[config.mk]
export PLATFORM = sky130hd
export DESIGN_NAME = hazard_ctrl
export DESIGN_NICKNAME = d
export VERILOG_FILES = /design/src/rtl/rv_pkg.sv /design/src/rtl/fw_sel_calc.sv /design/src/rtl/hazard_ctrl.sv
export SDC_FILE = /design/constraint.sdc
export NUM_CORES = 1
export LEC_CHECK = 0
export CAP_MARGIN = 20
export CORE_MARGIN = 8
export CORE_UTILIZATION = 49
export CTS_BUF_LIST = sky130_fd_sc_hd__clkbuf_8 sky130_fd_sc_hd__clkbuf_16
export DETAILED_ROUTE_END_ITERATION = 6
export GPL_ROUTABILITY_DRIVEN = 0
export PLACE_DENSITY = 0.8
export REMOVE_ABC_BUFFERS = 1
export SYNTH_ARGS = -nofsm -noshare
export SYNTH_HDL_FRONTEND = slang
export SYNTH_SLANG_ARGS = --single-unit
[constraint.sdc]
create_clock -name clk -period 2.12 [get_ports clk]
set_input_delay 0.318 -clock clk [delete_from_list [all_inputs] [get_ports clk]]
set_output_delay 0.318 -clock clk [all_outputs]
set_load 0.02 [all_outputs]
[src/rtl/rv_pkg.sv]
// Shared types and constants for the RISC-V pipeline sequencing logic.
package rv_pkg;

   localparam int REG_IDX_W = 5;

   // Writeback source encodings
   localparam logic [1:0] WB_ALU  = 2'd0;
   localparam logic [1:0] WB_LOAD = 2'd1;
   localparam logic [1:0] WB_PC4  = 2'd2;

   // Execute-stage operand forward selects
   localparam logic [1:0] FW_REG = 2'd0;
   localparam logic [1:0] FW_MEM = 2'd1;
   localparam logic [1:0] FW_WB  = 2'd2;

   // Destination info carried by an instruction through the shadow pipeline
   typedef struct packed {
      logic [REG_IDX_W-1:0] rd;
      logic                 wb_en;
      logic [1:0]           wb_sel;
   } slot_t;

   // Producer view of a slot: only the destination and whether it really writes
   typedef struct packed {
      logic [REG_IDX_W-1:0] rd;
      logic                 wr;
   } fwd_src_t;

   localparam slot_t BUBBLE = '{rd: '0, wb_en: 1'b0, wb_sel: WB_ALU};

   // A slot is an effective writer only when it writes a register other than x0
   function automatic fwd_src_t to_src(input slot_t s);
      fwd_src_t r;
      r.rd = s.rd;
      r.wr = s.wb_en && (s.rd != '0);
      return r;
   endfunction

endpackage

[src/rtl/fw_sel_calc.sv]
// Forward select for one source operand of the instruction in ID.
// The nearer producer (EX slot) wins over the older one (MEM slot).
module fw_sel_calc
   import rv_pkg::*;
(
   input  logic [REG_IDX_W-1:0] i_rs,
   input  logic                 i_use,
   input  fwd_src_t             i_ex,
   input  fwd_src_t             i_mem,
   output logic [1:0]           o_sel
);

   // EX-slot producer will sit in MEM next cycle, MEM-slot producer in WB
   always_comb begin
      o_sel = FW_REG;
      if (i_use && (i_rs != '0)) begin
         if (i_ex.wr && (i_ex.rd == i_rs)) begin
            o_sel = FW_MEM;
         end else if (i_mem.wr && (i_mem.rd == i_rs)) begin
            o_sel = FW_WB;
         end
      end
   end

endmodule

[src/rtl/hazard_ctrl.sv]
// Pipeline sequencing controller for the 5-stage core: forwarding selects,
// load-use bubbles, branch flushes and whole-pipeline freeze on memory busy.
// WB-stage writers are covered by the write-through regfile and never affect
// any output, so only the EX and MEM slots of the shadow pipeline are stored.
module hazard_ctrl
   import rv_pkg::*;
#(
   parameter int XLEN_IDX = 5,
   parameter int CNT_W    = 16
) (
   input  logic                clk,
   input  logic                rst,
   input  logic [XLEN_IDX-1:0] i_id_rs1,
   input  logic [XLEN_IDX-1:0] i_id_rs2,
   input  logic                i_id_use_rs1,
   input  logic                i_id_use_rs2,
   input  logic [XLEN_IDX-1:0] i_id_rd,
   input  logic                i_id_wb_en,
   input  logic [1:0]          i_id_wb_sel,
   input  logic                i_do_branch,
   input  logic                i_mem_busy,
   output logic [1:0]          o_r1_fw_sel,
   output logic [1:0]          o_r2_fw_sel,
   output logic                o_pc_en,
   output logic                o_ifid_en,
   output logic                o_ifid_flush,
   output logic                o_idex_flush,
   output logic                o_exmem_flush,
   output logic                o_pipe_en,
   output logic [CNT_W-1:0]    o_stall_cnt,
   output logic [CNT_W-1:0]    o_flush_cnt
);

   slot_t                ex_q, ex_d;
   fwd_src_t             mem_q, mem_d;
   logic [1:0]           r1_fw_sel_q, r1_fw_sel_d;
   logic [1:0]           r2_fw_sel_q, r2_fw_sel_d;
   logic [CNT_W-1:0]     stall_cnt_q, stall_cnt_d;
   logic [CNT_W-1:0]     flush_cnt_q, flush_cnt_d;

   logic [REG_IDX_W-1:0] id_rs1;
   logic [REG_IDX_W-1:0] id_rs2;
   slot_t                id_slot;
   fwd_src_t             ex_src;
   logic [1:0]           r1_calc_sel;
   logic [1:0]           r2_calc_sel;
   logic                 load_use;

   function automatic logic [CNT_W-1:0] sat_inc(input logic [CNT_W-1:0] v);
      return (&v) ? v : v + CNT_W'(1);
   endfunction

   assign id_rs1  = REG_IDX_W'(i_id_rs1);
   assign id_rs2  = REG_IDX_W'(i_id_rs2);
   assign id_slot = '{rd: REG_IDX_W'(i_id_rd), wb_en: i_id_wb_en, wb_sel: i_id_wb_sel};
   assign ex_src  = to_src(ex_q);

   fw_sel_calc u_r1_calc (
      .i_rs  (id_rs1),
      .i_use (i_id_use_rs1),
      .i_ex  (ex_src),
      .i_mem (mem_q),
      .o_sel (r1_calc_sel)
   );

   fw_sel_calc u_r2_calc (
      .i_rs  (id_rs2),
      .i_use (i_id_use_rs2),
      .i_ex  (ex_src),
      .i_mem (mem_q),
      .o_sel (r2_calc_sel)
   );

   // A load in EX cannot forward yet, so a dependent instruction in ID must wait
   always_comb begin
      load_use = ex_src.wr && (ex_q.wb_sel == WB_LOAD) &&
                 ((i_id_use_rs1 && (ex_q.rd == id_rs1)) ||
                  (i_id_use_rs2 && (ex_q.rd == id_rs2)));
   end

   // Stage enables/flushes and next shadow state; priority busy > branch > load-use
   always_comb begin
      ex_d          = ex_q;
      mem_d         = mem_q;
      r1_fw_sel_d   = r1_fw_sel_q;
      r2_fw_sel_d   = r2_fw_sel_q;
      stall_cnt_d   = stall_cnt_q;
      flush_cnt_d   = flush_cnt_q;
      o_pc_en       = 1'b0;
      o_ifid_en     = 1'b0;
      o_ifid_flush  = 1'b0;
      o_idex_flush  = 1'b0;
      o_exmem_flush = 1'b0;
      o_pipe_en     = 1'b0;
      if (rst) begin
         // Clear every downstream stage while reset is held
         o_ifid_flush  = 1'b1;
         o_idex_flush  = 1'b1;
         o_exmem_flush = 1'b1;
      end else if (i_mem_busy) begin
         // Whole pipeline frozen: enables low, state held
      end else if (i_do_branch) begin
         // Fetch the target, squash IF/ID and ID/EX; the branch itself moves on
         o_pc_en      = 1'b1;
         o_ifid_en    = 1'b1;
         o_ifid_flush = 1'b1;
         o_idex_flush = 1'b1;
         o_pipe_en    = 1'b1;
         ex_d         = BUBBLE;
         mem_d        = ex_src;
         r1_fw_sel_d  = FW_REG;
         r2_fw_sel_d  = FW_REG;
         flush_cnt_d  = sat_inc(flush_cnt_q);
      end else if (load_use) begin
         // Hold PC and IF/ID, bubble into EX while the load moves to MEM
         o_idex_flush = 1'b1;
         o_pipe_en    = 1'b1;
         ex_d         = BUBBLE;
         mem_d        = ex_src;
         r1_fw_sel_d  = FW_REG;
         r2_fw_sel_d  = FW_REG;
         stall_cnt_d  = sat_inc(stall_cnt_q);
      end else begin
         o_pc_en      = 1'b1;
         o_ifid_en    = 1'b1;
         o_pipe_en    = 1'b1;
         ex_d         = id_slot;
         mem_d        = ex_src;
         r1_fw_sel_d  = r1_calc_sel;
         r2_fw_sel_d  = r2_calc_sel;
      end
   end

   // Shadow slots, forward selects and counters with synchronous reset
   always_ff @(posedge clk) begin
      if (rst) begin
         ex_q        <= BUBBLE;
         mem_q       <= '0;
         r1_fw_sel_q <= FW_REG;
         r2_fw_sel_q <= FW_REG;
         stall_cnt_q <= '0;
         flush_cnt_q <= '0;
      end else begin
         ex_q        <= ex_d;
         mem_q       <= mem_d;
         r1_fw_sel_q <= r1_fw_sel_d;
         r2_fw_sel_q <= r2_fw_sel_d;
         stall_cnt_q <= stall_cnt_d;
         flush_cnt_q <= flush_cnt_d;
      end
   end

   assign o_r1_fw_sel = r1_fw_sel_q;
   assign o_r2_fw_sel = r2_fw_sel_q;
   assign o_stall_cnt = stall_cnt_q;
   assign o_flush_cnt = flush_cnt_q;

endmodule

==> impl_summary.txt <==
----------------------------------------------------
[Clock tree]
  Number of buffers on the longest clock path ... 2
  CTS clock-pin slew for the worst setup and hold paths ... 90 ps
  Clock buffer count from CTS ... 5
  Number of clock sinks seen by CTS ... 50
  Clock tree from TritonCTS ... built
  CTS Root Buffer Type ... sky130_fd_sc_hd__clkbuf_8
  Number of H-tree branching levels ... 2
  Hold-fix buffer count after cts ... 0
  Latest clock arrival within the worst-skew pair ... 300 ps

[Critical path]
  Worst Path Arrival ... 1790 ps
  Critical path capture point type ... output port
  Max FO, Critical Path ... 3
  Required time reported for the critical path endpoint ... 1800 ps
  Max incr delay on CP ... 560 ps
  Critical path depth in cells ... 6
  Startpoint type of the worst setup path ... register
  Logic depth of the worst register-to-register path ... 9
  Critical-path cell with the highest stage delay ... sky130_fd_sc_hd__or4_4
  Dominant delay contributor by cell family on the critical path ... simple AND/OR/NAND/NOR gates
  CP cell instances ... or4_4 -> o21ai_4 -> nor2b_2 -> o21ai_2 -> o21a_1 -> buf_4
  Buffering stage count on the worst path with inverters included ... 1
  Critical Setup Path Class ... register to output port

[Synth]
  Gate Count Post-Synth ... 284
  Count leader, synth ... sky130_fd_sc_hd__dfxtp_1
  Share of the synthesized area in the top cell type ... 39.66%
  Warning count from the yosys run ... 0
  Post-synthesis share of cell area spent on full adders, half adders and majority gates ... 0.9916%
  Synth Flop Type ... sky130_fd_sc_hd__dfxtp_1
  Cell type with the largest total area after synthesis ... sky130_fd_sc_hd__dfxtp_1
  Main area contributors after synthesis ... sky130_fd_sc_hd__dfxtp_1 40%, sky130_fd_sc_hd__xor2_1 11%, sky130_fd_sc_hd__nor2_1 5.9%
  Post-synth ARST share ... 0%
  Xor and xnor area share after synthesis ... 12.49%
  Dominant combinational cell family by area after synthesis ... simple AND/OR/NAND/NOR gates
  #FFs+latches synth ... 50
  Synthesized area per cell ... 8.886 µm²
  Cell Area, Synth ... 2524 µm²
  Most frequent cells after synthesis ... 50 x sky130_fd_sc_hd__dfxtp_1, 40 x sky130_fd_sc_hd__nor2_1, 32 x sky130_fd_sc_hd__xor2_1
  Portion of the post-synthesis area used by sequential elements ... 39.66%
  Simple-gate share of the synthesized area ... 25.04%
  Number of different library cells in the post-synthesis netlist ... 43
  Number of synthesized flops with an enable pin ... 0
  Compound-cell area share of the yosys netlist ... 15.02%
  Multiplexer fraction of the synthesized cell area ... 3.223%

[Power and ir drop]
  Cell area power density ... 526.1 nW/µm²
  Leakage power figure ... 1.488 nW
  Peak supply drop ... 385.0 µV

[Drt]
  DRC violations left ... 0
  WL per Instance ... 15.53 µm
  Number of vias in the routed layout ... 2,563
  Detailed router's first-iteration violation count ... 128
  Post-DRT Antenna Nets ... 0
  Final Routed Wirelength ... 7220 µm
  Pre-antenna DRT Iters ... 4
  Post-DR vias/cell ... 5.512

[STA]
  Max Freq ... 475.4 MHz
  Fin Setup TNS ... 0 ps
  Unrepaired setup endpoints after global routing ... true
  Final worst hold slack ... 472.6 ps
  Hold Fails Final Rpt ... 0
  Shortest period the worst path allows ... 2104 ps
  Final count of negative-setup-slack endpoints ... 0
  Tightest Pin Transition ... 469.4 ps
  Clock skew ... 8.067 ps
  Final-report max-slew violation count ... 0
  Share of the clock period used by the worst path ... 99.23%
  Relative slew slack ... 68.46%

[Finish]
  Share of the core filled with cells in the final layout ... 75.83%
  Fraction of final layout cells with drive strength greater than 1 ... 23.29%
  Signed area change from the synthesized netlist to the final layout ... 51.51%
  Count of filler cells inserted in the layout ... 356
  Final cell count without fillers ... 465
  Final layout net count ... 420
  Antenna Cells ... 0
  Post-route standard cell area excluding fillers ... 3824 µm²

[Run]
  Reported max-cap violation count ... 0

[Placed design]
  Cells after DPL ... 453
  Port buffer count ... 65
  Cell area reported after detailed placement ... 3557 µm²
  Detailed placer's ending HPWL ... 5489 µm

[Global routing]
  Gr ovfl total ... 0
  Vias in the first global route ... 2,585
  Maximum number of pins on one net before global-route repair ... 33
  First-pass GRT wire length ... 11,810 µm
  Initial antenna violation count ... 0
  Global routing usage summed across all routing layers ... 19.04%

[Outcome]
  Outcome ... finished, final reports clean

[Die]
  FP Rows ... 26
  Overall die height ... 87.77 µm
  Number of placed I/O pins ... 66
  Die ar. ... 7703 µm²
  Core Box Area ... 5042 µm²
  Die width ... 87.77 µm
  Initial core utilization ... 50.05%

[Hold path]
  Type of the most critical hold path ... register to register
  Hold path cells ... 1

----------------------------------------------------
-- timing repair --
item,CTS,global route
setup endpoints to repair,8,14
gates resized for setup,20,28
pin swaps,1,12
gates cloned,0,1
setup buffers,0,3
-- cell families (layout without fill, tap and decap cells) --
group                      count (synthesis)  in the layout
AOI/OAI and AO/OA                         51             51
adders and majority gates                  2              2
buffers and inverters                     15            126
and+or+nand+nor                          122            122
DFF                                       50             50
xor gates and xnor gates                  36             36
muxes                                      8              8
-- final timing paths --
path,startpoint,end,slack [ps]
hold reg to reg,o_r1_fw_sel[0],o_r1_fw_sel[0],470
setup reg to reg,ex_q[5],o_stall_cnt[13],20
hold / removal,o_r1_fw_sel[0],o_r1_fw_sel[0],470
setup / recovery,ex_q[3],o_ifid_en,20
-- state kept, by name, indices dropped and copies added, names as in the netlist --
signal,flops
ex_q,8
o_flush_cnt,16
o_r2_fw_sel,2
mem_q,6
o_stall_cnt,16
o_r1_fw_sel,2
-- stage by stage --
| step | setup slack [ps] | power (mW) |
|---|---|---|
| 5_1_grt | -75.66 | 2.077 |
| 6_report | 16.39 | 2.011 |
| 4_1_cts | -3.157 | 2.016 |
| 3_5_place_dp | -453.8 | 1.212 |
| 3_3_place_gp | -426.5 | 1.205 |
| 2_1_floorplan | -47.43 | 1.061 |
-- report_power, final --
| group | total (mW) | switching (mW) | leakage, nW | internal (mW) |
|---|---|---|---|---|
| registers | 0.960 | 0.0114 | 0.406 | 0.948 |
| logic | 0.235 | 0.111 | 1.01 | 0.124 |
| clock network | 0.817 | 0.314 | 0.0714 | 0.503 |
| total | 2.01 | 0.436 | 1.49 | 1.58 |
-- per-layer routing --
layer  routed length [µm]  vias up  global-route usage [%]
met5                    0        -                       0
met4                  116        0                   6.406
met3                  512       12                   5.910
met2                 3656       89                   33.93
met1                 2935     1226                   20.72
li1                     -     1236                       -
-- layout by cell type, fill, tap and decap left out, types with 2 or more instances in the layout --
cell                              instances
sky130_fd_sc_hd__clkdlybuf4s50_1         60
sky130_fd_sc_hd__buf_4                   47
sky130_fd_sc_hd__dfxtp_1                 46
sky130_fd_sc_hd__nor2_1                  39
sky130_fd_sc_hd__xor2_1                  32
sky130_fd_sc_hd__nand2_1                 18
sky130_fd_sc_hd__nand3_1                 14
sky130_fd_sc_hd__a21oi_1                 10
sky130_fd_sc_hd__or3_1                    9
sky130_fd_sc_hd__nand4_1                  8
sky130_fd_sc_hd__a22o_1                   8
sky130_fd_sc_hd__mux2i_1                  7
sky130_fd_sc_hd__a21oi_2                  7
sky130_fd_sc_hd__o21ai_1                  7
sky130_fd_sc_hd__or4_4                    6
sky130_fd_sc_hd__nor3_1                   6
sky130_fd_sc_hd__clkbuf_8                 6
sky130_fd_sc_hd__and3_1                   5
sky130_fd_sc_hd__xnor2_1                  4
sky130_fd_sc_hd__and4_1                   4
sky130_fd_sc_hd__buf_6                    4
sky130_fd_sc_hd__o21ai_0                  3
sky130_fd_sc_hd__o31ai_1                  3
sky130_fd_sc_hd__dfxtp_2                  3
sky130_fd_sc_hd__and4_4                   2
sky130_fd_sc_hd__nor2b_1                  2
sky130_fd_sc_hd__inv_1                    2
sky130_fd_sc_hd__nor4bb_1                 2
sky130_fd_sc_hd__nand4b_1                 2
sky130_fd_sc_hd__a32o_1                   2
sky130_fd_sc_hd__o31ai_2                  2
sky130_fd_sc_hd__bufinv_16                2
sky130_fd_sc_hd__dlygate4sd2_1            2
sky130_fd_sc_hd__buf_12                   2
-- cell type report --
cell class	count	area, µm²	area share (%)
clock buffers	6	82.58	2.160
flip-flops and latches	50	1008	26.37
well taps	70	87.58	2.291
inverters	2	7.507	0.1963
clock inverters	2	60.06	1.571
multi-input cells	219	1516	39.66
repair buffers	116	1061	27.75
Power figures use the tool's default switching activity.
